`config.mk`:
```
export PLATFORM = sky130hd
export DESIGN_NAME = seq_mult
export DESIGN_NICKNAME = d
export VERILOG_FILES = /design/src/rtl/seq_mult_pkg.sv /design/src/rtl/seq_mult_rca_adder.sv /design/src/rtl/seq_mult.sv
export SDC_FILE = /design/constraint.sdc
export NUM_CORES = 1
export LEC_CHECK = 0
export CELL_PAD_IN_SITES_DETAIL_PLACEMENT = 1
export CELL_PAD_IN_SITES_GLOBAL_PLACEMENT = 1
export CORE_MARGIN = 2
export CORE_UTILIZATION = 43
export DETAILED_ROUTE_END_ITERATION = 6
export PLACE_DENSITY = 0.76
export REMOVE_ABC_BUFFERS = 1
export SLEW_MARGIN = 20
export SYNTH_ARGS = -nofsm -noshare
export SYNTH_HDL_FRONTEND = slang
export SYNTH_SLANG_ARGS = --single-unit
```
`constraint.sdc`:
```
create_clock -name clk -period 4 [get_ports clk]
set_clock_uncertainty 0.05 [all_clocks]
set_input_delay 0.8 -clock clk [delete_from_list [all_inputs] [get_ports clk]]
set_output_delay 0.8 -clock clk [all_outputs]
set_load 0.01 [all_outputs]
```
`src/rtl/seq_mult_pkg.sv`:
```
// seq_mult_pkg -- shared types and constants for the sequential multiplier.
//   state_e        : controller states (IDLE, RUN, DONE)
//   DEFAULT_WIDTH  : default operand width in bits
package seq_mult_pkg;

    localparam int DEFAULT_WIDTH = 8;

    typedef enum logic [1:0] {
        IDLE = 2'd0,
        RUN  = 2'd1,
        DONE = 2'd2
    } state_e;

endpackage : seq_mult_pkg

```
`src/rtl/seq_mult_rca_adder.sv`:
```
// rca_adder -- WIDTH-bit ripple-carry adder built from 1-bit full-adder cells.
// Subtraction is obtained by driving cin=1 with an inverted b operand.
// Ports:
//   cin  : carry into bit 0
//   a, b : WIDTH-bit operands
//   s    : WIDTH-bit sum
//   cout : carry out of the top bit
module rca_adder #(
    parameter int WIDTH = 8
) (
    input  logic             cin,
    input  logic [WIDTH-1:0] a,
    input  logic [WIDTH-1:0] b,
    output logic [WIDTH-1:0] s,
    output logic             cout
);

    logic [WIDTH:0] c;

    assign c[0] = cin;

    for (genvar i = 0; i < WIDTH; i++) begin : g_fa
        assign s[i]     = a[i] ^ b[i] ^ c[i];
        assign c[i + 1] = (a[i] & b[i]) | (c[i] & (a[i] ^ b[i]));
    end

    assign cout = c[WIDTH];

endmodule : rca_adder

```
`src/rtl/seq_mult.sv`:
```
// seq_mult -- shift-and-add sequential multiplier, one multiplier bit per cycle.
// A start accepted in IDLE or DONE captures a/b and runs WIDTH iterations in
// RUN; the product is loaded on the RUN->DONE transition and done pulses for
// the single DONE cycle. Build option: define SEQ_MULT_SIGNED_EN for
// two's-complement operands and product (unsigned when undefined).
// Ports:
//   clk     : clock, rising edge
//   rst_n   : asynchronous active-low reset
//   start   : begin a multiplication (ignored while busy)
//   a, b    : multiplicand / multiplier, WIDTH bits
//   busy    : high while in RUN
//   done    : one-cycle pulse, product valid
//   product : 2*WIDTH-bit result, held until the next RUN->DONE transition
module seq_mult
    import seq_mult_pkg::*;
#(
    parameter int WIDTH = DEFAULT_WIDTH
) (
    input  logic               clk,
    input  logic               rst_n,
    input  logic               start,
    input  logic [WIDTH-1:0]   a,
    input  logic [WIDTH-1:0]   b,
    output logic               busy,
    output logic               done,
    output logic [2*WIDTH-1:0] product
);

    localparam int              CW        = (WIDTH > 1) ? $clog2(WIDTH) : 1;
    localparam logic [CW-1:0]   LAST_ITER = CW'(WIDTH - 1);

    state_e             state_q, state_d;
    logic [WIDTH-1:0]   mcand_q, mcand_d;
    logic [WIDTH-1:0]   acc_hi_q, acc_hi_d;
    // Holds the multiplier; low product bits shift in from the top.
    logic [WIDTH-1:0]   acc_lo_q, acc_lo_d;
    logic [CW-1:0]      cnt_q, cnt_d;
    logic [2*WIDTH-1:0] prod_q, prod_d;

    logic               last_iter;
    logic               add_en;
    logic               sub_en;
    logic [WIDTH-1:0]   addend;
    logic [WIDTH-1:0]   sum;
    logic               cout;
    logic               top_bit;   // bit WIDTH of the (WIDTH+1)-bit partial sum

    assign last_iter = (cnt_q == LAST_ITER);
    assign add_en    = acc_lo_q[0];

`ifdef SEQ_MULT_SIGNED_EN
    // The multiplier MSB carries negative weight, so the last step subtracts.
    assign sub_en  = last_iter & add_en;
    // Sign of the true sum of two sign-extended operands.
    assign top_bit = acc_hi_q[WIDTH-1] ^ addend[WIDTH-1] ^ cout;
`else
    assign sub_en  = 1'b0;
    assign top_bit = cout;
`endif

    assign addend = add_en ? (sub_en ? ~mcand_q : mcand_q) : '0;

    rca_adder #(
        .WIDTH (WIDTH)
    ) u_rca (
        .cin  (sub_en),
        .a    (acc_hi_q),
        .b    (addend),
        .s    (sum),
        .cout (cout)
    );

    always_comb begin
        state_d  = state_q;
        mcand_d  = mcand_q;
        acc_hi_d = acc_hi_q;
        acc_lo_d = acc_lo_q;
        cnt_d    = cnt_q;
        prod_d   = prod_q;
        case (state_q)
            IDLE, DONE: begin
                if (start) begin
                    state_d  = RUN;
                    mcand_d  = a;
                    acc_lo_d = b;
                    acc_hi_d = '0;
                    cnt_d    = '0;
                end else begin
                    state_d  = IDLE;
                end
            end
            RUN: begin
                acc_hi_d = {top_bit, sum[WIDTH-1:1]};
                acc_lo_d = {sum[0], acc_lo_q[WIDTH-1:1]};
                cnt_d    = cnt_q + 1'b1;
                if (last_iter) begin
                    state_d = DONE;
                    prod_d  = {top_bit, sum[WIDTH-1:1], sum[0], acc_lo_q[WIDTH-1:1]};
                end
            end
            default: state_d = IDLE;
        endcase
    end

    always_ff @(posedge clk or negedge rst_n) begin
        if (!rst_n) begin
            state_q  <= IDLE;
            mcand_q  <= '0;
            acc_hi_q <= '0;
            acc_lo_q <= '0;
            cnt_q    <= '0;
            prod_q   <= '0;
        end else begin
            state_q  <= state_d;
            mcand_q  <= mcand_d;
            acc_hi_q <= acc_hi_d;
            acc_lo_q <= acc_lo_d;
            cnt_q    <= cnt_d;
            prod_q   <= prod_d;
        end
    end

    assign busy    = (state_q == RUN);
    assign done    = (state_q == DONE);
    assign product = prod_q;

endmodule : seq_mult

```
==> results.ini <==
[outcome]
status = finished, final reports clean

[timing]
setup_tns_ns = 0
period_share_pct = 93.06
min_period_ns = 3.722
slew_viol_final = 0
worst_pin_slew_ns = 0.6878
fmax_mhz = 268.6
rsz0062_at_grt = false
hold_viol_final = 0
finalSetupViolCount = 0
hold_ws_ns = 0.4500
relSlewSlack_pct = 54.05

[yosys]
synthArstFlopShare_pct = 100.0
ys.flop_type = dfrtp_1
ys_ff_latch = 45
synth_edf_count = 0
yosys-top-cells-area = dfrtp_1 (49%), mux2i_1 (13%), mux2_2 (9.4%)
synth_top_area_share_pct = 49.40
synth_area_leader_cell = dfrtp_1
yosys_warnings = 0
syn_area_um2 = 2280
avgSynthCellArea_um2 = 13.10
ys_seq_area_share_pct = 49.40
netlist_instances = 174
synth_cell_types = 27

[worst_setup_path]
crit_family = adder cells
crit_chain = and2_1 > ha_1 > inv_1 > fa_1 > fa_1 > fa_1 > fa_1 > inv_1 > fa_1 > fa_1 > inv_1 > fa_1 > nand2b_1 > a32o_1
r2r_end = acc_hi_q[6]
reg2reg_depth = 14
endpoint_kind = register
arrival_ns = 3.86
required_ns = 4.14
worstSetupStartpointType = register
cp_slowest_cell = fa_1
crit_type = register to register
critical_path.max_fanout = 2
timing.critical_path.slowest_cell_delay_ns = 0.51
crit_buf_inv = 3
r2r_start = acc_lo_q[0]
worst_path_most_repeated_cell = fa_1
rrSetupSlack_ns = 0.28

[pwr]
p_seq_share_pct = 39.0
sw_frac_of_total_pct = 35.23
power_frac_comb_pct = 48.3
leakagePower_nw = 1.296
powerDensity_nw_per_um2 = 772.1
p_sw_mw = 0.7569
vdd_drop_max_v = 0.0002620
p_total_mw = 2.148
pwr-share-clk_pct = 12.7
intPower_mw = 1.392

[clocking]
postCtsHoldBufs = 0
htreeDepth = 2
post_cts_resize_count = 0
post_cts_buffers = 0
cts.reportedPaths.clkPinSlew_ns = 0.09
cts_made_buffers = 5
cts_sinks = 45
cts_tree = yes
clk_latency_ns = 0.29
clockBufferDepth = 2
cts_root_buffer = clkbuf_8

[die]
die_w_um = 76.81
core_area_um2 = 5107
die_y_um = 76.81
fp-row-count = 26
start_util_pct = 44.63
ioPinCount = 37
dieArea_um2 = 5900

[hold_path]
hold_path.class = input port to async pin

[finish]
fillers = 528
postLayoutCoreUtil_pct = 54.48
diodes = 0
fin_nets = 241
stdcell_area_um2 = 2783
synthToLayoutAreaGrowth_pct = 22.06
drive_gt1_share_pct = 17.37

[route]
vias = 1478
wl_met1_um = 2083
via_per_inst = 5.223
dr_wl_met3_um = 118
dr.pass1.iters = 4
drc = 0
wl_um = 4773
route.met2.wl_um = 2475
wire_per_inst_um = 16.87
top_layer = met4
ant_nets = 0
drt_iter0_markers = 52

[placement]
gp_congestion = 0.7411
placed_cell_area_um2 = 2698
port_buffers = 36
dp_hpwl_um = 3378

[grt]
grt_max_degree = 46
grt_pass1_wl_um = 8204
antenna_found_initial = 0
grtUsageTotal_pct = 17.58
grt_pass1_vias = 1634
grt.overflow.total = 0

[job]
cap_violations = 0

==> how the worst max path moves through the flow <==
stage | slack, ns | end | cells after the start | from
finish | 0.28 | acc_hi_q[6] | 14 | acc_lo_q[0]
global route | 0.08 | acc_hi_q[6] | 14 | acc_lo_q[0]
global placement | 0.48 | acc_hi_q[6] | 14 | acc_lo_q[0]
detailed placement | 0.29 | acc_hi_q[6] | 14 | acc_lo_q[0]
floorplan | 0.40 | acc_hi_q[6] | 14 | acc_lo_q[0]
CTS | 0.23 | acc_hi_q[6] | 14 | acc_lo_q[0]
==> cells by family (layout without fill, tap and decap cells) <==
logic type	after synthesis	after routing	synth area share, %
mux	52	52	24.53
flops	45	45	49.40
simple gates	28	28	7.959
buf+inv	26	65	5.378
compound gates	12	12	4.555
fa+ha+maj	10	10	7.794
xor+xnor	1	1	0.3843
==> metal layers <==
layer	vias up	GRT usage, %
met3	10	2.588
li1	667	-
met1	772	22.51
met2	29	30.18
met5	-	0
met4	0	6.545
==> sequential cells by signal, indices dropped and copies added (netlist names) <==
name / flops
product: 16
acc_hi_q: 8
acc_lo_q: 8
mcand_q: 8
state_q: 2
cnt_q: 3
==> power groups by stage <==
stage / Sequential (mW) / Combinational [mW] / Clock (mW)
floorplan: 0.869 / 0.615 / 0
CTS: 0.841 / 1.06 / 0.284
global route: 0.874 / 1.15 / 0.305
detailed placement: 0.849 / 1.05 / 0
global placement: 0.830 / 0.986 / 0
finish: 0.838 / 1.04 / 0.273
==> metrics by stage <==
step	cells	setup slack, ns
floorplan	164	0.4029
global placement	275	0.4751
detailed placement	275	0.2916
CTS	283	0.2347
global route	283	0.08008
finish	283	0.2776
==> Yosys cell counts (all sizes together), types with 2 or more instances <==
cell    count
a31o        3
nand2b     10
dfrtp      45
and2        3
a21o        2
inv        16
fa          7
a22o        4
nor3b       4
a32o        2
buf         9
nor2b       3
nand2       5
mux2i      30
mux2       22
ha          3
==> cell type report <==
class | instances | area, µm² | area share (%)
clock buffers | 6 | 72.57 | 2.608
clock inverters | 2 | 10.01 | 0.3597
inverters | 16 | 60.06 | 2.158
multi-input cells | 103 | 1031 | 37.05
flip-flops and latches | 45 | 1126 | 40.47
well taps | 70 | 87.58 | 3.147
repair buffers | 41 | 395.4 | 14.21
==> cells in the final DEF, fill, tap and decap left out, types with 4 or more instances in the layout <==
cell,count
clkbuf_8,5
fa_1,7
mux2i_1,30
dfrtp_1,45
buf_4,6
mux2_2,19
nor3b_1,4
a22o_1,4
inv_1,16
nand2_1,5
nand2b_1,10
clkdlybuf4s50_1,35
==> worst reg2reg max path: cells and delay by family, from the launching register on <==
family / cells / cell delay, ns
adders and majority gates: 8 / 2.59
DFF: 1 / 0.35
AOI/OAI and AO/OA: 1 / 0.25
and+or+nand+nor: 2 / 0.20
buffers and inverters: 3 / 0.17
Note: power is estimated with default switching activity, not from simulation.
